--- config.mk ---
export PLATFORM = sky130hd
export DESIGN_NAME = muldiv_unit
export DESIGN_NICKNAME = d
export VERILOG_FILES = /design/src/rtl/muldiv_pkg.sv /design/src/rtl/div_step.sv /design/src/rtl/muldiv_unit.sv
export SDC_FILE = /design/constraint.sdc
export NUM_CORES = 1
export LEC_CHECK = 0
export BUFFER_PORTS_ARGS = -buffer_cell sky130_fd_sc_hd__buf_4
export CAP_MARGIN = 20
export CORE_MARGIN = 5
export CORE_UTILIZATION = 35
export CTS_BUF_LIST = sky130_fd_sc_hd__clkbuf_8
export DETAILED_ROUTE_END_ITERATION = 8
export GPL_ROUTABILITY_DRIVEN = 0
export GPL_TIMING_DRIVEN = 0
export MAX_ROUTING_LAYER = met4
export PLACE_DENSITY = 0.49
export SYNTH_ARGS = -nofsm -noshare
export SYNTH_HDL_FRONTEND = slang
export SYNTH_SLANG_ARGS = --single-unit
--- constraint.sdc ---
create_clock -name clk -period 5 [get_ports clk]
set_input_delay 0.25 -clock clk [delete_from_list [all_inputs] [get_ports clk]]
set_output_delay 0.25 -clock clk [all_outputs]
set_load 0.05 [all_outputs]
--- src/rtl/muldiv_pkg.sv ---
// Shared types for the HI/LO multiply-divide unit: operation codes, FSM states
// and small opcode classifiers used by the controller and the hazard unit.
package muldiv_pkg;

    typedef enum logic [2:0] {
        MD_MULT  = 3'd0,
        MD_MULTU = 3'd1,
        MD_DIV   = 3'd2,
        MD_DIVU  = 3'd3,
        MD_MTHI  = 3'd4,
        MD_MTLO  = 3'd5
    } md_op_t;

    typedef enum logic [1:0] {
        ST_IDLE = 2'd0,
        ST_CALC = 2'd1,
        ST_FIN  = 2'd2
    } md_state_t;

    function automatic logic op_is_muldiv(input md_op_t op);
        return (op == MD_MULT) || (op == MD_MULTU) || (op == MD_DIV) || (op == MD_DIVU);
    endfunction

    function automatic logic op_is_div(input md_op_t op);
        return (op == MD_DIV) || (op == MD_DIVU);
    endfunction

    function automatic logic op_is_signed(input md_op_t op);
        return (op == MD_MULT) || (op == MD_DIV);
    endfunction

endpackage

--- src/rtl/div_step.sv ---
// One restoring-division iteration on magnitudes: shift the next dividend bit
// into the partial remainder, subtract the divisor if it fits.
module div_step #(
    parameter int WIDTH = 32
) (
    input  logic [WIDTH-1:0] rem,
    input  logic [WIDTH-1:0] quo,
    input  logic [WIDTH-1:0] divisor,
    output logic [WIDTH-1:0] rem_next,
    output logic [WIDTH-1:0] quo_next
);

    logic [WIDTH:0] shifted;
    logic [WIDTH:0] trial;
    logic           fits;

    assign shifted = {rem, quo[WIDTH-1]};
    assign trial   = shifted - {1'b0, divisor};
    assign fits    = (shifted >= {1'b0, divisor});

    // The partial remainder stays below the divisor, so the kept result fits WIDTH bits.
    always_comb begin
        rem_next = fits ? WIDTH'(trial) : WIDTH'(shifted);
        quo_next = {quo[WIDTH-2:0], fits};
    end

endmodule

--- src/rtl/muldiv_unit.sv ---
// Iterative HI/LO multiply/divide unit: one radix-2 step per cycle on operand
// magnitudes, with sign correction applied in a final cycle before HI/LO update.
//
//  state   | meaning
//  --------+--------------------------------------------------------------
//  ST_IDLE | waiting; accepts mult/div (-> CALC) and mthi/mtlo (stay)
//  ST_CALC | WIDTH radix-2 iterations, counter tracks step number
//  ST_FIN  | sign correction, HI/LO write, done pulse, back to IDLE
module muldiv_unit
    import muldiv_pkg::*;
#(
    parameter int WIDTH = 32,
    parameter int CNTW  = $clog2(WIDTH) + 1
) (
    input  logic             clk,
    input  logic             reset,
    input  logic             start,
    input  md_op_t           op,
    input  logic [WIDTH-1:0] srca,
    input  logic [WIDTH-1:0] srcb,
    input  logic             abort,
    output logic             busy,
    output logic             done,
    output logic [WIDTH-1:0] hi,
    output logic [WIDTH-1:0] lo
);

    md_state_t        state, state_nx;
    logic [CNTW-1:0]  cnt;
    logic [WIDTH-1:0] rem_q, quo_q, opnd_b;
    logic             is_div, neg_q, neg_r, div_zero;

    logic             req;
    logic             last_step;
    logic             neg_a, neg_b;
    logic [WIDTH-1:0] abs_a, abs_b;
    logic [WIDTH:0]   mul_sum;
    logic [WIDTH-1:0] div_rem, div_quo;
    logic [2*WIDTH-1:0] prod, prod_fix;
    logic [WIDTH-1:0] quo_fix, rem_fix;

    assign req       = (state == ST_IDLE) && start && !abort;
    assign last_step = (cnt == CNTW'(WIDTH - 1));

    always_ff @(posedge clk) begin
        if (!reset) state <= ST_IDLE;
        else        state <= state_nx;
    end

    always_comb begin
        state_nx = state;
        unique case (state)
            ST_IDLE: if (req && op_is_muldiv(op)) state_nx = ST_CALC;
            ST_CALC: if (abort) state_nx = ST_IDLE;
                     else if (last_step) state_nx = ST_FIN;
            ST_FIN:  state_nx = ST_IDLE;
            default: state_nx = ST_IDLE;
        endcase
    end

    always_comb begin
        busy = (state != ST_IDLE);
    end

    assign neg_a = op_is_signed(op) && srca[WIDTH-1];
    assign neg_b = op_is_signed(op) && srcb[WIDTH-1];
    assign abs_a = neg_a ? -srca : srca;
    assign abs_b = neg_b ? -srcb : srcb;

    // Multiply: rem_q is the running high half, quo_q shifts the multiplier out.
    assign mul_sum = {1'b0, rem_q} + (quo_q[0] ? {1'b0, opnd_b} : '0);

    div_step #(.WIDTH(WIDTH)) u_div_step (
        .rem      (rem_q),
        .quo      (quo_q),
        .divisor  (opnd_b),
        .rem_next (div_rem),
        .quo_next (div_quo)
    );

    assign prod     = {rem_q, quo_q};
    assign prod_fix = neg_q ? -prod : prod;
    assign quo_fix  = div_zero ? '1 : (neg_q ? -quo_q : quo_q);
    assign rem_fix  = neg_r ? -rem_q : rem_q;

    always_ff @(posedge clk) begin
        if (!reset) begin
            cnt      <= '0;
            rem_q    <= '0;
            quo_q    <= '0;
            opnd_b   <= '0;
            is_div   <= 1'b0;
            neg_q    <= 1'b0;
            neg_r    <= 1'b0;
            div_zero <= 1'b0;
            done     <= 1'b0;
            hi       <= '0;
            lo       <= '0;
        end else begin
            done <= 1'b0;
            unique case (state)
                ST_IDLE: if (req) begin
                    if (op_is_muldiv(op)) begin
                        cnt      <= '0;
                        rem_q    <= '0;
                        is_div   <= op_is_div(op);
                        neg_q    <= neg_a ^ neg_b;
                        neg_r    <= op_is_div(op) && neg_a;
                        div_zero <= op_is_div(op) && (srcb == '0);
                        // Multiply iterates over the multiplier, divide over the dividend.
                        quo_q    <= op_is_div(op) ? abs_a : abs_b;
                        opnd_b   <= op_is_div(op) ? abs_b : abs_a;
                    end else if (op == MD_MTHI) begin
                        hi <= srca;
                    end else if (op == MD_MTLO) begin
                        lo <= srca;
                    end
                end
                ST_CALC: if (!abort) begin
                    cnt <= cnt + 1'b1;
                    if (is_div) begin
                        rem_q <= div_rem;
                        quo_q <= div_quo;
                    end else begin
                        rem_q <= mul_sum[WIDTH:1];
                        quo_q <= {mul_sum[0], quo_q[WIDTH-1:1]};
                    end
                end
                ST_FIN: if (!abort) begin
                    done <= 1'b1;
                    if (is_div) begin
                        hi <= rem_fix;
                        lo <= quo_fix;
                    end else begin
                        hi <= prod_fix[2*WIDTH-1:WIDTH];
                        lo <= prod_fix[WIDTH-1:0];
                    end
                end
                default: ;
            endcase
        end
    end

endmodule

# Yosys cells after proc, flatten, opt, wreduce, memory -nomap -nowiden
# Index checks and enable logic that the tools add are counted.
[word_totals]
register_bits = 173
latch_bits = 0
ram_bits = 0
mem_bits_ro = 0
in_bits = 71
out_inout_bits = 66
n_memories = 0
[op_classes]
n_addsub = 8
multipliers = 0
div = 0
magnitude_cmp = 1
eq_ne = 18
shifts = 0
mux = 42
n_bitwise = 1
n_reduce_logical = 25
[ops]
columns = ["cell", "n"]
rows = [
  ["$mux 32", 28],
  ["$pmux 32 s2", 4],
  ["$neg 32->32", 4],
  ["$mux 64", 1],
  ["$neg 64->64", 1],
  ["$add 32x32->33", 1],
  ["$ge 33x32->1", 1],
  ["$logic_not 32->1", 1],
  ["$sub 32x32->32", 1],
  ["$mux 6", 3],
  ["$pmux 6 s2", 1],
  ["$ne 2x2->1 const B", 5],
  ["$ne 2x1->1 const B", 4],
  ["$logic_and 1x1->1", 7],
  ["$add 6x1->6 const B", 1],
  ["$eq 3x2->1 const B", 2],
  ["$eq 3x3->1 const B", 2],
  ["$eq 6x5->1 const B", 1],
  ["$mux 2", 3],
  ["$reduce_and 6->1", 1],
  ["$reduce_bool 2->1", 3],
  ["$logic_or 1x1->1", 5],
  ["$reduce_and 5->1", 1],
  ["$pmux 2 s2", 1],
  ["other kinds (12)", 13],
]

# Depth between registers and ports, before layout
# Gate-level depths: netlist of run 1.
[depth]
depth_word = 8
depth_mapped = 15

# Hierarchy
# A second synthesis of run 1 with hierarchy kept.
[unflattened]
hier_cells = 2047
area_unflattened_um2 = 15498.6
[by_module_without_submodules]
columns = ["module", "instances", "cells_each", "area_per_inst_um2", "seq_area_each_um2"]
rows = [
  ["muldiv_unit", 1, 1692, 12927.4, 3463.3],
  ["div_step", 1, 355, 2571.2, 0.0],
]

# Worst setup path after synthesis of run 1
# OpenSTA, ideal clock, no wires.
[synth_timing]
path_type = "reg-to-reg"
startpoint = "reg quo_q[31]"
endpoint = "reg rem_q[20]"
arrival_time_ps = 3323
t_required_ps = 4926
path_slack_ps = 1603
path_stages_with_launch = 14
n_path_buf = 0
period_less_slack_ps = 3397
path_cell_list = "dfxtp_1 -> inv_1 -> ha_1 -> inv_1 -> fa_1 -> a211oi_1 -> o21ai_0 -> a311o_1 -> a211o_1 -> a221oi_1 -> o21ai_0 -> or3_1 -> o221a_2 -> o21ai_0"
[synth_between]
elab_chain_cells = 5
word_cells_on_any_way = 6
classes_between = "add/sub (1); order compare (1); mux (4)"
[synth_lines]
columns = ["item", "line", "rtl"]
rows = [
  ["start: declaration", "muldiv_unit.sv:30", "logic [WIDTH-1:0] rem_q, quo_q, opnd_b;"],
  ["start signal: assignment", "muldiv_unit.sv:111", "quo_q <= op_is_div(op) ? abs_a : abs_b;"],
  ["start signal: assignment", "muldiv_unit.sv:123", "quo_q <= div_quo;"],
  ["start signal: assignment", "muldiv_unit.sv:126", "quo_q <= {mul_sum[0], quo_q[WIDTH-1:1]};"],
  ["$sub 32x32->32 / $ge 33x32->1 (equally long branches)", "div_step.sv:18, div_step.sv:19", ""],
  ["$mux 32 *", "div_step.sv:23", "rem_next = fits ? WIDTH'(trial) : WIDTH'(shifted);"],
  ["$mux 32 *", "muldiv_unit.sv:121", "if (is_div) begin"],
  ["$mux 32 *", "muldiv_unit.sv:119", "ST_CALC: if (!abort) begin"],
  ["$pmux 32 s2 *", "muldiv_unit.sv:101", "unique case (state)"],
  ["end signal: assignment", "muldiv_unit.sv:122", "rem_q <= div_rem;"],
  ["end signal: assignment", "muldiv_unit.sv:125", "rem_q <= mul_sum[WIDTH:1];"],
  ["end: declaration", "muldiv_unit.sv:30", ""],
]
# Every way passes the cells marked *; elsewhere a longest branch is shown, timed or not. The select of a mux whose other input is x is not followed.
# A chain may end at the register's enable or synchronous reset.

# Worst setup path in the final report of run 1
[layout_timing]
startpoint = "reg rem_q[11]"
endpoint = "reg rem_q[0]"
[layout_between]
elab_chain_cells = 5
[layout_lines]
columns = ["item", "line", "rtl"]
rows = [
  ["$ge 33x32->1", "div_step.sv:19", "assign fits = (shifted >= {1'b0, divisor});"],
  ["$mux 32", "div_step.sv:23", ""],
  ["$mux 32", "muldiv_unit.sv:121", ""],
  ["$mux 32", "muldiv_unit.sv:119", ""],
  ["$pmux 32 s2", "muldiv_unit.sv:101", ""],
]
# No other way between the ends. The select of a mux whose other input is x is not followed.

==> results of run 1 <==
-- final timing paths --
path | startpoint | to | slack, ns | cells after the start
setup / recovery | rem_q[11] | rem_q[0] | 0.39 | 13
hold / removal | srca[30] | hi[30] | 0.04 | 3
setup reg to reg | rem_q[11] | rem_q[0] | 0.39 | 13
hold reg to reg | hi[15] | hi[15] | 0.47 | 2
-- state kept, by name, summed over array words and instances, names as in the netlist --
signal / cells
opnd_b: 32
neg_q: 1
neg_r: 1
hi: 32
done: 1
lo: 32
rem_q: 32
cnt: 6
state: 2
quo_q: 32
is_div: 1
div_zero: 1
-- layer usage --
layer	vias up	part of all wire, %
met3	102	7.0
met4	0	3.2
met5	-	0
met1	7707	44
li1	7528	-
met2	675	46
-- worst max-delay path: stages, from the launching register on --
cell	delay, ns
dfxtp_1	0.69
ha_1	0.32
clkbuf_1	0.23
a21oi_1	0.32
o221ai_1	0.21
a21oi_1	0.17
a21bo_2	0.28
o31ai_1	0.57
o311a_1	0.23
buf_2	0.23
buf_2	0.35
clkbuf_1	0.56
a21oi_1	0.19
o21ai_0	0.16
-- cell usage in the layout, fill, tap and decap left out, types with 63 or more instances in the layout --
| master | count |
|---|---|
| a21oi_1 | 165 |
| buf_4 | 133 |
| clkbuf_1 | 122 |
| dfxtp_1 | 172 |
| ha_1 | 69 |
| inv_1 | 63 |
| nand2_1 | 221 |
| nor2_1 | 192 |
| o211ai_1 | 70 |
| o21ai_0 | 147 |
| xnor2_1 | 99 |
| xor2_1 | 71 |
-- cell type report --
| type | count | area, sq um |
|---|---|---|
| fill | 4410 | 24500 |
| multi-input combinational | 1620 | 10400 |
| sequential | 173 | 3460 |
| timing repair buffer | 134 | 1000 |
| tap | 532 | 666 |
| buffer | 138 | 532 |
| clock buffer | 21 | 289 |
| inverter | 62 | 233 |
| clock inverter | 11 | 68.8 |
-- cells by family (layout without fill, tap and decap cells) --
kind of cell	after synthesis	after routing	share of synthesized area [%]
fa+ha+maj	71	71	6.18
simple gates	668	668	21.6
buf+inv	201	366	5.26
flops	173	173	23.7
mux	44	44	3.05
xor+xnor	170	170	10.2
compound gates	667	667	30.0
-- through the flow --
step | cell area, sq um | setup WS, ns | power [mW] | util (%)
finish | 16600 | 0.389 | 3.60 | 40.5
floorplan | 14600 | 1.60 | 2.20 | -
global placement | 16300 | 0.284 | 2.62 | 39.6
CTS | 16600 | 0.159 | 3.59 | 40.5
detailed placement | 16300 | 0.167 | 2.63 | 39.6
global route | 16600 | 0.145 | 3.75 | 40.5
-- report_power, final --
| part | internal [mW] | switching, mW | total, mW |
|---|---|---|---|
| Clock | 0.391 | 0.589 | 0.980 |
| Combinational | 0.390 | 0.766 | 1.16 |
| Sequential | 1.42 | 0.0433 | 1.46 |
| Total | 2.20 | 1.40 | 3.60 |
-- Yosys cell counts, drive strengths merged (4+ instances only) --
cell type | count | share of area, %
and3b | 4 | 0.24
o21bai | 12 | 0.62
nand3 | 47 | 1.6
nand3b | 8 | 0.41
inv | 62 | 1.6
nor2 | 192 | 4.9
nor3 | 31 | 1.1
and2 | 24 | 1.0
o21ai | 154 | 5.3
nor4 | 15 | 0.79
xor2 | 71 | 4.3
o211ai | 70 | 3.6
mux2i | 40 | 2.7
o31ai | 22 | 1.1
o21a | 9 | 0.46
a22oi | 13 | 0.67
nor2b | 27 | 1.2
a22o | 5 | 0.30
or3 | 12 | 0.51
and3 | 16 | 0.69
buf | 15 | 0.47
a32oi | 4 | 0.24
mux2 | 4 | 0.31
nand2b | 15 | 0.64
or2 | 9 | 0.40
nand4 | 13 | 0.56
nand2 | 221 | 5.7
a21boi | 49 | 2.5
nor4b | 4 | 0.24
o211a | 31 | 2.1
a31oi | 16 | 0.69
dfxtp | 173 | 24
a21o | 22 | 1.1
o41ai | 11 | 0.66
a21oi | 165 | 5.7
a211oi | 25 | 1.3
ha | 69 | 5.9
clkbuf | 124 | 3.2
xnor2 | 99 | 5.9
o221ai | 28 | 1.7
or4 | 18 | 0.95
nor3b | 4 | 0.21
o311a | 4 | 0.27
-- repair_timing --
action	CTS	global route
endpoints found under the setup margin	0	4
gates resized for setup	0	2
endpoints found under the hold margin	0	0
==> run metrics, run 1 <==
final setup violation count 0; CP startpoint kind flip-flop; Clock Tree Buf Depth 2; Die Ht 214 um; final wirelength 65.5 mm; Top FF cell, synth dfxtp_1; DRC viols 0; M1 GR Usage 38.3%; Vias 16,000; critical path type reg -> reg; Synth cell types 73; first-pass GRT wire length 98.4 mm; share of layout cells above drive strength 1 9.03%; dpl cells 2,659; gr usage total 28.5%; Power Density 216 nW/um^2; Root Driver clkbuf_8; CP arrival 5.06 ns; maximum VDD drop 0.157 mV; clk sink count 173; Synth async-reset ratio 0%; antenna violations before repair 0; sequential fraction of the synthesis area 23.7%; GRT met3 Usage 3.84%; post-layout min period 4.61 ns; Slew HR 24.2%; GRT Residual Overflow 0; syn_nets 2,136; area delta synth->final 13.9%; Layout Cells excl Fill 2,691; largest net degree at the start of global routing 17; Setup TNS Final 0 ns; I/O Pins 137; leakage power 6.75 nW; floorplan row count 74; met2 usage 44.8%; RSZ-0062 raised after global routing no; Fmax 217 MHz; vias in the first global route 15,200; Worst-path clk slew 0.10 ns; Setup Buffers After CTS 0; later-pin clock latency in the skew report 0.52 ns; DR WL/cell 24.3 um; mapped cell area 14,600 sq um; Ys Warns 0; Antenna diodes 0; Final Hold Fails 0; I/O Buffers 133; Post-Syn Instances 1,994; initial drt markers 1,579; CTS tree built; Max Slew Vio Count 0; DP Wirelength 53.3 mm; period utilisation layout 92.2%; Hold WC Path Type in -> reg; Pre-antenna DRT Iters 6; FF+latch count, synth 173; post-DR vias/cell 5.95; H-tree levels 4; final hold slack 0.0432 ns; post-synthesis area per instance 7.33 sq um; CTS Buf Count 17; number of synthesized flops with an enable pin 0; cts hold-fix bufs 0; Req. time, crit path 5.45 ns; Clock Skew 0.0170 ns; GRT Max-Usage Layer met2; crit end category flip-flop; die area 45,900 sq um; die width 214 um; core area 41,100 sq um; CP max FO 10; layout net count 2,288; Initial Util 35.5%; maxcap violations 0; post-route ant nets 0; status completed; worst slew pin tran 1.13 ns
(Power assumes the default switching activity.)
==> run 2, diff against run 1 <==
--- a/config.mk
+++ b/config.mk
@@ -14,7 +14,8 @@
 export GPL_ROUTABILITY_DRIVEN = 0
 export GPL_TIMING_DRIVEN = 0
 export MAX_ROUTING_LAYER = met4
-export PLACE_DENSITY = 0.49
+export PLACE_DENSITY_LB_ADDON = 0.15
 export SYNTH_ARGS = -nofsm -noshare
 export SYNTH_HDL_FRONTEND = slang
+export SYNTH_HIERARCHICAL = 1
 export SYNTH_SLANG_ARGS = --single-unit
==> run metrics, run 2 <==
status completed; dpl cells 2,774 (+4.3%); most common cell in the synthesized netlist nand2_1; top post-synthesis cells by count 201 x nand2_1, 173 x dfxtp_1, 168 x o21ai_0; FF+latch count, synth 173 (unchanged); post-DR vias/cell 6.06 (+1.8%); largest net degree at the start of global routing 17 (unchanged); critical path type reg -> reg; Clock Skew 0.0161 ns (-0.000963 ns); largest family of logic cells by synthesized area compound AO/OA/AOI/OAI gates; CP max FO 10 (unchanged); Fmax 224 MHz (+3.3%); Synth Area in XOR/XNOR 9.32% (-0.87 points); Vias 17,000 (+6.4%); Post-CTS Resized 0 (unchanged); Synth async-reset ratio 0% (unchanged); Synth cell types 93 (+27%); Worst-path clk slew 0.11 ns (about the same); fill count 4,698 (+6.5%); post-synth top area cell dfxtp_1; Post-Synth Adder-Cell Area 5.83% (-0.35 points); post-synthesis simple-gate area fraction 22.6% (+1.0 points); final setup violation count 0 (unchanged); post-route ant nets 0 (unchanged); die width 220 um (+2.9%); RSZ-0062 raised after global routing no; Ys Warns 6 (+6); sequential fraction of the synthesis area 22.3% (-1.4 points); post-synthesis mux area share 5.20% (+2.2 points); post-layout min period 4.46 ns (-0.148 ns); commonest cells after routing, fill and taps aside 201 x nand2_1, 173 x dfxtp_1, 168 x o21ai_0; Root Driver clkbuf_8; Compound-Gate Fraction of Synth Area 28.4% (-1.6 points); GRT Residual Overflow 0 (unchanged); Layout Cells excl Fill 2,810 (+4.4%); CP arrival 4.87 ns (-0.19 ns); Setup TNS Final 0 ns (unchanged); DP Wirelength 57.2 mm (+7.3%); leakage power 6.96 nW (+3.1%); mapped cell area 15,500 sq um (+6.1%); Post-Syn Instances 2,047 (+2.7%); share of layout cells above drive strength 1 13.6% (+4.6 points); Req. time, crit path 5.41 ns (-0.04 ns); Power Density 217 nW/um^2 (+0.32%); Pre-antenna DRT Iters 8 (+2); die area 48,600 sq um (+5.8%); Critical-path top delay cell dfxtp_1; I/O Pins 137 (unchanged); area delta synth->final 13.9% (about the same); number of synthesized flops with an enable pin 0 (unchanged); commonest non-fill, non-tap cell in the layout nand2_1; top post-synthesis cells by area dfxtp_1 22%, ha_1 5.6%, o21ai_0 5.4%; Top FF cell, synth dfxtp_1; area share of the largest cell type after synthesis 22.3% (-1.4 points); I/O Buffers 135 (+1.5%); later-pin clock latency in the skew report 0.53 ns (about the same); DR WL/cell 25.3 um (+4.0%); first-pass GRT wire length 102 mm (+4.0%); post-synthesis area per instance 7.57 sq um (+3.3%); clk sink count 173 (unchanged); Slew HR 22.7% (-1.5 points); Power Total 3.83 mW (+6.4%); Max Slew Vio Count 0 (unchanged); CP startpoint kind flip-flop; H-tree levels 4 (unchanged); vias in the first global route 15,800 (+3.6%); cells along the critical path ha_1 -> clkbuf_1 -> nand4_1 -> nor3_1 -> o211ai_1 -> nor4b_4 -> o21ai_2 -> a31oi_4 -> o21a_4 -> inv_2 -> buf_2 -> mux2_2 -> mux2_2 -> nor3_1 -> a21oi_1; period utilisation layout 89.3% (-3.0 points); maxcap violations 0 (unchanged); CTS tree built; worst slew pin tran 1.15 ns (+0.0211 ns); gr usage total 29.1% (+0.58 points); max incr delay on CP 0.64 ns (-0.05 ns); dpl cell area 17,300 sq um (+6.0%); floorplan row count 77 (+4.1%); Final Hold Fails 0 (unchanged); layout net count 2,344 (+2.4%); initial drt markers 1,930 (+22%); maximum VDD drop 0.188 mV (+20%); Initial Util 35.2% (-0.34 points); Clock Tree Buf Depth 2 (unchanged); DRC viols 0 (unchanged); antenna violations before repair 2 (+2); crit end category flip-flop; core area 44,000 sq um (+7.1%); final wirelength 71.1 mm (+8.5%); WP buf/inv 3 (-1); post-layout instance area 17,700 sq um (+6.1%); Top delay family on crit path simple AND/OR/NAND/NOR gates; syn_nets 2,189 (+2.5%); Die Ht 220 um (+2.9%); Hold WC Path Type in -> reg; CTS Buf Count 17 (unchanged)
run 2: power by group:
part / total, mW / internal [mW] / leakage, nW / switching, mW
clock: 1.05 / 0.437 / 0.194 / 0.613
combinational: 1.30 / 0.508 / 5.36 / 0.789
sequential: 1.48 / 1.42 / 1.40 / 0.0665
run 2: cell type report:
class / count / area [sq um] / area share, %
antenna: 3 / 7.51 / 0.0425
buffer: 157 / 741 / 4.20
clock buffer: 20 / 275 / 1.56
clock inverter: 12 / 110 / 0.624
inverter: 62 / 233 / 1.32
multi-input combinational: 1655 / 11100 / 62.7
sequential: 173 / 3460 / 19.6
tap: 592 / 741 / 4.20
timing repair buffer: 136 / 1020 / 5.80
run 2: path summary, 6_finish.rpt:
path                 start         to  slack [ns]  cells past startpoint
setup / recovery  rem_q[9]  rem_q[20]        0.54                     15
hold / removal     srca[7]      hi[7]        0.05                      3
setup reg to reg  rem_q[9]  rem_q[20]        0.54                     15
hold reg to reg     hi[17]     hi[17]        0.47                      2
run 2: worst reg2reg max path, stage by stage, from the launching register on:
cell	delay, ns
dfxtp_1	0.64
ha_1	0.21
clkbuf_1	0.27
nand4_1	0.24
nor3_1	0.58
o211ai_1	0.26
nor4b_4	0.23
o21ai_2	0.20
a31oi_4	0.14
o21a_4	0.29
inv_2	0.07
buf_2	0.26
mux2_2	0.40
mux2_2	0.26
nor3_1	0.19
a21oi_1	0.11
run 2: through the flow:
stage	setup slack, ns	hold WS, ns	util (%)
4_1_cts	0.605	0.0157	40.1
5_1_grt	0.418	0.0461	40.1
6_report	0.536	0.0468	40.1
3_3_place_gp	0.629	0.451	39.2
2_1_floorplan	1.70	0.403	-
3_5_place_dp	0.636	0.451	39.2
run 2: timing repair:
action,in CTS,in global routing
hold endpoints to repair,1,0
hold buffers,1,0
buffers inserted,0,0
run 2: kinds of logic (layout without fill, tap and decap cells):
kind of cell | Yosys count | count (layout)
buffers and inverters | 219 | 387
AND/OR/NAND/NOR | 678 | 678
AO/OA/AOI/OAI | 669 | 669
other | 0 | 3
adder cells (fa/ha/maj) | 71 | 71
flip-flops | 173 | 173
XOR/XNOR | 165 | 165
multiplexers | 72 | 72
run 2: metal layers:
| metal | vias to the layer above | GRT usage (%) | share of wire [%] |
|---|---|---|---|
| met2 | 913 | 43.1 | 44 |
| met3 | 173 | 6.43 | 9.3 |
| met5 | - | - | 0 |
| met4 | 0 | 11.3 | 4.5 |
| met1 | 8171 | 38.7 | 43 |
| li1 | 7772 | - | - |
